--- config.mk ---
export PLATFORM = sky130hd
export DESIGN_NAME = mips_mmio_uart_tx
export DESIGN_NICKNAME = d
export VERILOG_FILES = /design/src/rtl/mips_periph_pkg.sv /design/src/rtl/mips_sync_fifo.sv /design/src/rtl/mips_mmio_uart_tx.sv
export SDC_FILE = /design/constraint.sdc
export NUM_CORES = 1
export LEC_CHECK = 0
export BUFFER_PORTS_ARGS = -buffer_cell sky130_fd_sc_hd__clkbuf_2
export CAP_MARGIN = 20
export CORE_MARGIN = 4
export CORE_UTILIZATION = 35
export DETAILED_ROUTE_END_ITERATION = 12
export SKIP_CTS_REPAIR_TIMING = 1
export SLEW_MARGIN = 30
export SYNTH_ARGS = -nofsm -noshare
export SYNTH_HDL_FRONTEND = slang
export SYNTH_SLANG_ARGS = --single-unit
--- constraint.sdc ---
create_clock -name clk -period 8.05 [get_ports clk]
set_clock_uncertainty 0.1 [all_clocks]
set_input_delay 0 -clock clk [delete_from_list [all_inputs] [get_ports clk]]
set_output_delay 0 -clock clk [all_outputs]
set_load 0.02 [all_outputs]
--- src/rtl/mips_periph_pkg.sv ---
// Shared types and constants for the mini-MIPS memory-mapped peripherals.
package mips_periph_pkg;

  typedef enum logic [2:0] {
    ST_IDLE   = 3'd0,
    ST_START  = 3'd1,
    ST_DATA   = 3'd2,
    ST_PARITY = 3'd3,
    ST_STOP   = 3'd4
  } uart_state_e;

  localparam logic [3:0] TXDATA_OFF = 4'h0;
  localparam logic [3:0] STATUS_OFF = 4'h1;

  localparam int unsigned STAT_EMPTY_BIT = 0;
  localparam int unsigned STAT_FULL_BIT  = 1;
  localparam int unsigned STAT_BUSY_BIT  = 2;
  localparam int unsigned STAT_OVF_BIT   = 3;

  localparam int unsigned UART_DATA_BITS = 8;

endpackage

--- src/rtl/mips_sync_fifo.sv ---
// Parameterised synchronous circular-buffer FIFO; push while full is accepted only alongside a pop.
module mips_sync_fifo #(
  parameter int unsigned WIDTH = 8,
  parameter int unsigned DEPTH = 4,
  localparam int unsigned AW = $clog2(DEPTH),
  localparam int unsigned CW = AW + 1
) (
  input  logic             clk,
  input  logic             rst_n,
  input  logic             push_i,
  input  logic             pop_i,
  input  logic [WIDTH-1:0] din_i,
  output logic [WIDTH-1:0] dout_o,
  output logic             full_o,
  output logic             empty_o,
  output logic [CW-1:0]    count_nxt_o
);

  logic [WIDTH-1:0] mem_q [DEPTH];
  logic [AW-1:0]    wptr_q, wptr_d;
  logic [AW-1:0]    rptr_q, rptr_d;
  logic [CW-1:0]    count_q, count_d;
  logic             push_ok, pop_ok;

  assign full_o      = (count_q == CW'(DEPTH));
  assign empty_o     = (count_q == '0);
  assign pop_ok      = pop_i && !empty_o;
  assign push_ok     = push_i && (!full_o || pop_ok);
  assign dout_o      = mem_q[rptr_q];
  assign count_nxt_o = count_d;

  // Pointers wrap naturally because DEPTH is a power of two.
  always_comb begin
    wptr_d  = wptr_q;
    rptr_d  = rptr_q;
    count_d = count_q;
    if (push_ok) wptr_d = wptr_q + AW'(1);
    if (pop_ok)  rptr_d = rptr_q + AW'(1);
    case ({push_ok, pop_ok})
      2'b10:   count_d = count_q + CW'(1);
      2'b01:   count_d = count_q - CW'(1);
      default: count_d = count_q;
    endcase
  end

  always_ff @(posedge clk or negedge rst_n) begin
    if (!rst_n) begin
      wptr_q  <= '0;
      rptr_q  <= '0;
      count_q <= '0;
    end else begin
      wptr_q  <= wptr_d;
      rptr_q  <= rptr_d;
      count_q <= count_d;
    end
  end

  // Storage needs no reset: occupancy is tracked by count_q.
  always_ff @(posedge clk) begin
    if (push_ok) mem_q[wptr_q] <= din_i;
  end

endmodule

--- src/rtl/mips_mmio_uart_tx.sv ---
// Memory-mapped UART transmitter: TXDATA/STATUS decode, byte FIFO and 8N1 serialiser.
// Define MIPS_UART_PARITY_EN to insert an even-parity bit between data and stop.
module mips_mmio_uart_tx
  import mips_periph_pkg::*;
#(
  parameter logic [7:0]  BASE_ADDR    = 8'hF0,
  parameter int unsigned CLKS_PER_BIT = 16,
  parameter int unsigned FIFO_DEPTH   = 4
) (
  input  logic       clk,
  input  logic       reset,
  input  logic       memwrite,
  input  logic [7:0] adr,
  input  logic [7:0] writedata,
  output logic       sel,
  output logic [7:0] rdata,
  output logic       tx,
  output logic       busy
);

  localparam int unsigned CNT_W    = $clog2(CLKS_PER_BIT);
  localparam int unsigned CW       = $clog2(FIFO_DEPTH) + 1;
  localparam logic [2:0]  LAST_BIT = 3'(UART_DATA_BITS - 1);

  uart_state_e      state_q, state_d;
  logic [CNT_W-1:0] baud_q, baud_d;
  logic [2:0]       bit_q, bit_d;
  logic [7:0]       shreg_q, shreg_d;
  logic             tx_q, tx_d;
  logic             busy_q, busy_d;
  logic             ovf_q, ovf_d;

  logic [3:0]       offset;
  logic             push, pop, ovf_clr, ovf_set, baud_end;
  logic             fifo_full, fifo_empty;
  logic [7:0]       fifo_dout;
  logic [CW-1:0]    fifo_count_nxt;
  logic [7:0]       status;

  // Address decode and register read path, fully combinational.
  assign offset  = adr[3:0];
  assign sel     = (adr[7:4] == BASE_ADDR[7:4]);
  assign push    = memwrite && sel && (offset == TXDATA_OFF);
  assign ovf_clr = memwrite && sel && (offset == STATUS_OFF) && writedata[STAT_OVF_BIT];
  assign ovf_set = push && fifo_full && !pop;

  always_comb begin
    status                 = '0;
    status[STAT_EMPTY_BIT] = fifo_empty;
    status[STAT_FULL_BIT]  = fifo_full;
    status[STAT_BUSY_BIT]  = busy_q;
    status[STAT_OVF_BIT]   = ovf_q;
  end

  assign rdata = (sel && (offset == STATUS_OFF)) ? status : 8'h00;

  mips_sync_fifo #(
    .WIDTH (8),
    .DEPTH (FIFO_DEPTH)
  ) u_fifo (
    .clk         (clk),
    .rst_n       (reset),
    .push_i      (push),
    .pop_i       (pop),
    .din_i       (writedata),
    .dout_o      (fifo_dout),
    .full_o      (fifo_full),
    .empty_o     (fifo_empty),
    .count_nxt_o (fifo_count_nxt)
  );

  // Sticky overflow; a same-cycle set beats a clear.
  always_comb begin
    ovf_d = ovf_q;
    if (ovf_clr) ovf_d = 1'b0;
    if (ovf_set) ovf_d = 1'b1;
  end

  assign baud_end = (baud_q == CNT_W'(CLKS_PER_BIT - 1));

  // Transmit FSM; tx and busy are derived from the next state so they are registered.
  always_comb begin
    state_d = state_q;
    baud_d  = baud_q;
    bit_d   = bit_q;
    shreg_d = shreg_q;
    pop     = 1'b0;
    tx_d    = 1'b1;
    busy_d  = 1'b0;

    case (state_q)
      ST_IDLE: begin
        if (!fifo_empty) begin
          pop     = 1'b1;
          shreg_d = fifo_dout;
          baud_d  = '0;
          state_d = ST_START;
        end
      end
      ST_START: begin
        if (baud_end) begin
          baud_d  = '0;
          bit_d   = '0;
          state_d = ST_DATA;
        end else begin
          baud_d = baud_q + CNT_W'(1);
        end
      end
      ST_DATA: begin
        if (baud_end) begin
          baud_d = '0;
          if (bit_q == LAST_BIT) begin
            bit_d = '0;
`ifdef MIPS_UART_PARITY_EN
            state_d = ST_PARITY;
`else
            state_d = ST_STOP;
`endif
          end else begin
            bit_d = bit_q + 3'd1;
          end
        end else begin
          baud_d = baud_q + CNT_W'(1);
        end
      end
`ifdef MIPS_UART_PARITY_EN
      ST_PARITY: begin
        if (baud_end) begin
          baud_d  = '0;
          state_d = ST_STOP;
        end else begin
          baud_d = baud_q + CNT_W'(1);
        end
      end
`endif
      ST_STOP: begin
        if (baud_end) begin
          baud_d = '0;
          if (!fifo_empty) begin
            pop     = 1'b1;
            shreg_d = fifo_dout;
            state_d = ST_START;
          end else begin
            state_d = ST_IDLE;
          end
        end else begin
          baud_d = baud_q + CNT_W'(1);
        end
      end
      default: begin
        baud_d  = '0;
        bit_d   = '0;
        state_d = ST_IDLE;
      end
    endcase

    case (state_d)
      ST_START: tx_d = 1'b0;
      ST_DATA:  tx_d = shreg_d[bit_d];
`ifdef MIPS_UART_PARITY_EN
      ST_PARITY: tx_d = ^shreg_d;
`endif
      default:  tx_d = 1'b1;
    endcase

    busy_d = (state_d != ST_IDLE) || (fifo_count_nxt != '0);
  end

  always_ff @(posedge clk or negedge reset) begin
    if (!reset) begin
      state_q <= ST_IDLE;
      baud_q  <= '0;
      bit_q   <= '0;
      shreg_q <= '0;
      tx_q    <= 1'b1;
      busy_q  <= 1'b0;
      ovf_q   <= 1'b0;
    end else begin
      state_q <= state_d;
      baud_q  <= baud_d;
      bit_q   <= bit_d;
      shreg_q <= shreg_d;
      tx_q    <= tx_d;
      busy_q  <= busy_d;
      ovf_q   <= ovf_d;
    end
  end

  assign tx   = tx_q;
  assign busy = busy_q;

endmodule

==> qor.yml <==
power.leakage_nw: 1.25
cts_tree: "done"
ir_drop_mv: 0.169
hpwl_mm: 3.09
max-clock-path-buffers: 2
max_freq_mhz: 298
synth-seq-cells: 60
swShare_pct: 29.9
reg2reg_from: "baud_q[0]"
final_area_sq_um: 3220
period_share_pct: 41.7
powerDensity_nw_per_um2: 292
netlist_area_sq_um: 2730
drt_iter0_markers: 61
dieArea_sq_um: 9270
hold_ws_ns: 0.0662
seqPwrFrac_pct: 45.7
drive_gt1_share_pct: 25.6
cts_sinks: 60
grt_pass1_wl_mm: 7.36
cts_inserted_buffers: 9
crit_fanout: 12
clock_latency_ns: 0.33
worstPathCellList: "ha_1, nand3_2, a211oi_4, nor2_1, nor3_2, inv_1, ha_1, inv_1, fa_1, xor2_1, nor2_1, xor2_1, nor3_1, nand2_1"
start_kind: "flip-flop"
fin_ws_ns: 4.69
rr_worst_depth: 14
syn_to_final_growth_pct: 18.2
grtUsageTotal_pct: 10.9
syn_avg_cell_area_sq_um: 14.4
cp.required_ns: 8.16
fp.coreArea_sq_um: 7410
antenna_found_initial: 0
arrival_ns: 3.47
power_mw: 0.940
nets: 257
n_fill_cell: 691
overflow: 0
tightest_slew_ns: 0.830
postRouteAntennaNets: 0
place_area_sq_um: 2910
wl_per_cell_um: 13.7
yosys_warnings: 0
place_ws_ns: 4.73
grt_pass1_vias: 1516
cts-root-buf: "clkbuf_8"
drt_wl_total_mm: 4.58
switchingPower_mw: 0.281
crit_path_top_delay_cell: "a211oi_4"
grt_setup_unrepaired: "no"
async_flop_share_pct: 46.7
detail_route.vias_per_cell: 4.80
clk_pin_slew_worst_paths_ns: 0.07
synth_edf_count: 32
layout_commonest_cell: "edfxtp_1"
grt_max_degree: 29
holdPathStages: 5
diodes: 0
ys_seq_area_share_pct: 61.0
io_pins: 30
power_frac_clock_pct: 27.8
yosysUniqueCellTypes: 51
final_cell_mix: "32 x edfxtp_1, 27 x dfrtp_1, 25 x clkbuf_2"
endpoint_kind: "flip-flop"
row_count: 31
netlist_instances: 190
cap_violations: 0
die_y_um: 96.3
hold_viol: 0
fin_crit_ns: 3.36
first_pass_iters: 4
hold_path.class: "in2reg"
gp_congestion: 0.726
drc: 0
min_from: "adr[2]"
p_int_mw: 0.659
crit_type: "reg2reg"
r2r_slack_ns: 4.69
vias: 1597
r2r-end: "busy"
htree_levels: 3
synthFlopType: "edfxtp_1"
slew_headroom_pct: 43.9
pwr-share-comb_pct: 26.5
setup_tns_ns: 0
drv_slew: 0
worstHoldEndpoint: "u_fifo.wptr_q[0]"
setup_viol: 0
status: "finished, final reports clean"
start_util_pct: 36.8
io_buffers: 25
worst_path_largest_cell_delay_ns: 0.67
die_x_um: 96.3
## power groups by stage
stage	sequential, mW	clock [mW]	combinational [mW]
after detailed placement	0.438	0	0.244
final	0.430	0.261	0.250
after global placement	0.436	0	0.244
after floorplan	0.407	0	0.229
after global routing	0.441	0.286	0.282
after CTS	0.431	0.271	0.248
## worst max-delay path, delay by kind of cell (launching register included)
kind	cells	cell delay (ns)
AOI/OAI and AO/OA	1	0.67
xor gates and xnor gates	2	0.29
adders and majority gates	3	0.61
buffers and inverters	2	0.15
DFF	1	0.39
and+or+nand+nor	6	1.03
## worst max-delay path by stage
stage	depth (start not counted)	slack [ns]	to	from
global route	14	4.42	busy	baud_q[0]
floorplan	16	5.20	busy	state_q[0]
global placement	14	4.81	busy	baud_q[0]
finish	14	4.69	busy	baud_q[0]
CTS	14	4.67	busy	baud_q[0]
detailed placement	14	4.73	busy	baud_q[0]
## per-layer routing
layer,track usage [%],up-vias,part of all wire [%],wire [um]
met1,14.1,789,47,2140
li1,-,773,-,-
met3,4.53,7,3.8,175
met2,16.2,28,48,2190
met5,0,-,0,0
met4,4.62,0,1.6,72
## cell usage after synthesis, drive strengths merged (2+ instances only)
library cell	count	area share [%]
mux4	8	6.6
o21ai	5	0.92
nor2	9	1.2
mux2	10	4.1
nand2b	3	0.69
xnor2	3	0.96
ha	8	3.7
dfrtp	27	25
nor2b	3	0.69
and2	4	0.92
and3	3	0.69
buf	11	2.8
mux2i	3	1.1
nor3	7	1.5
a211oi	2	1.0
a22o	3	0.96
xor2	4	1.3
nand2	10	1.4
nand3	4	0.92
a21oi	4	0.73
edfxtp	32	35
inv	6	0.83
## stage by stage
| step | util (%) | instances |
|---|---|---|
| after floorplan | - | 193 |
| after global placement | 39.3 | 305 |
| after detailed placement | 39.3 | 305 |
| after CTS | 41.9 | 321 |
| after global routing | 43.5 | 333 |
| final | 43.5 | 333 |
## logic make-up (layout without fill, tap and decap cells)
logic type | count (synthesis) | after routing | synth area share, %
DFF | 60 | 60 | 61.0
and+or+nand+nor | 50 | 50 | 9.91
AOI/OAI and AO/OA | 24 | 24 | 6.79
muxes | 21 | 21 | 11.8
buffers and inverters | 18 | 59 | 3.71
adders and majority gates | 9 | 9 | 4.40
xor gates and xnor gates | 7 | 7 | 2.25
other | 1 | 4 | 0.137
## registers in the layout, indices dropped and copies added (netlist names)
| register | flops |
|---|---|
| tx | 1 |
| busy | 1 |
| shreg_q | 8 |
| u_fifo.wptr_q | 2 |
| baud_q | 4 |
| ovf_q | 1 |
| u_fifo.count_q | 3 |
| u_fifo.rptr_q | 2 |
| state_q | 3 |
| bit_q | 3 |
| u_fifo.mem_q | 32 |
## final cells by class
cell class | count | area, sq um | share of cell area, %
Inverter | 6 | 22.5 | 0.699
Tap cell | 99 | 124 | 3.84
Clock buffer | 11 | 141 | 4.39
Clock inverter | 5 | 52.6 | 1.63
Timing Repair Buffer | 37 | 245 | 7.61
Sequential cell | 60 | 1660 | 51.6
Multi-Input combinational cell | 115 | 975 | 30.2
No activity file was read; power rests on OpenSTA's default activity.
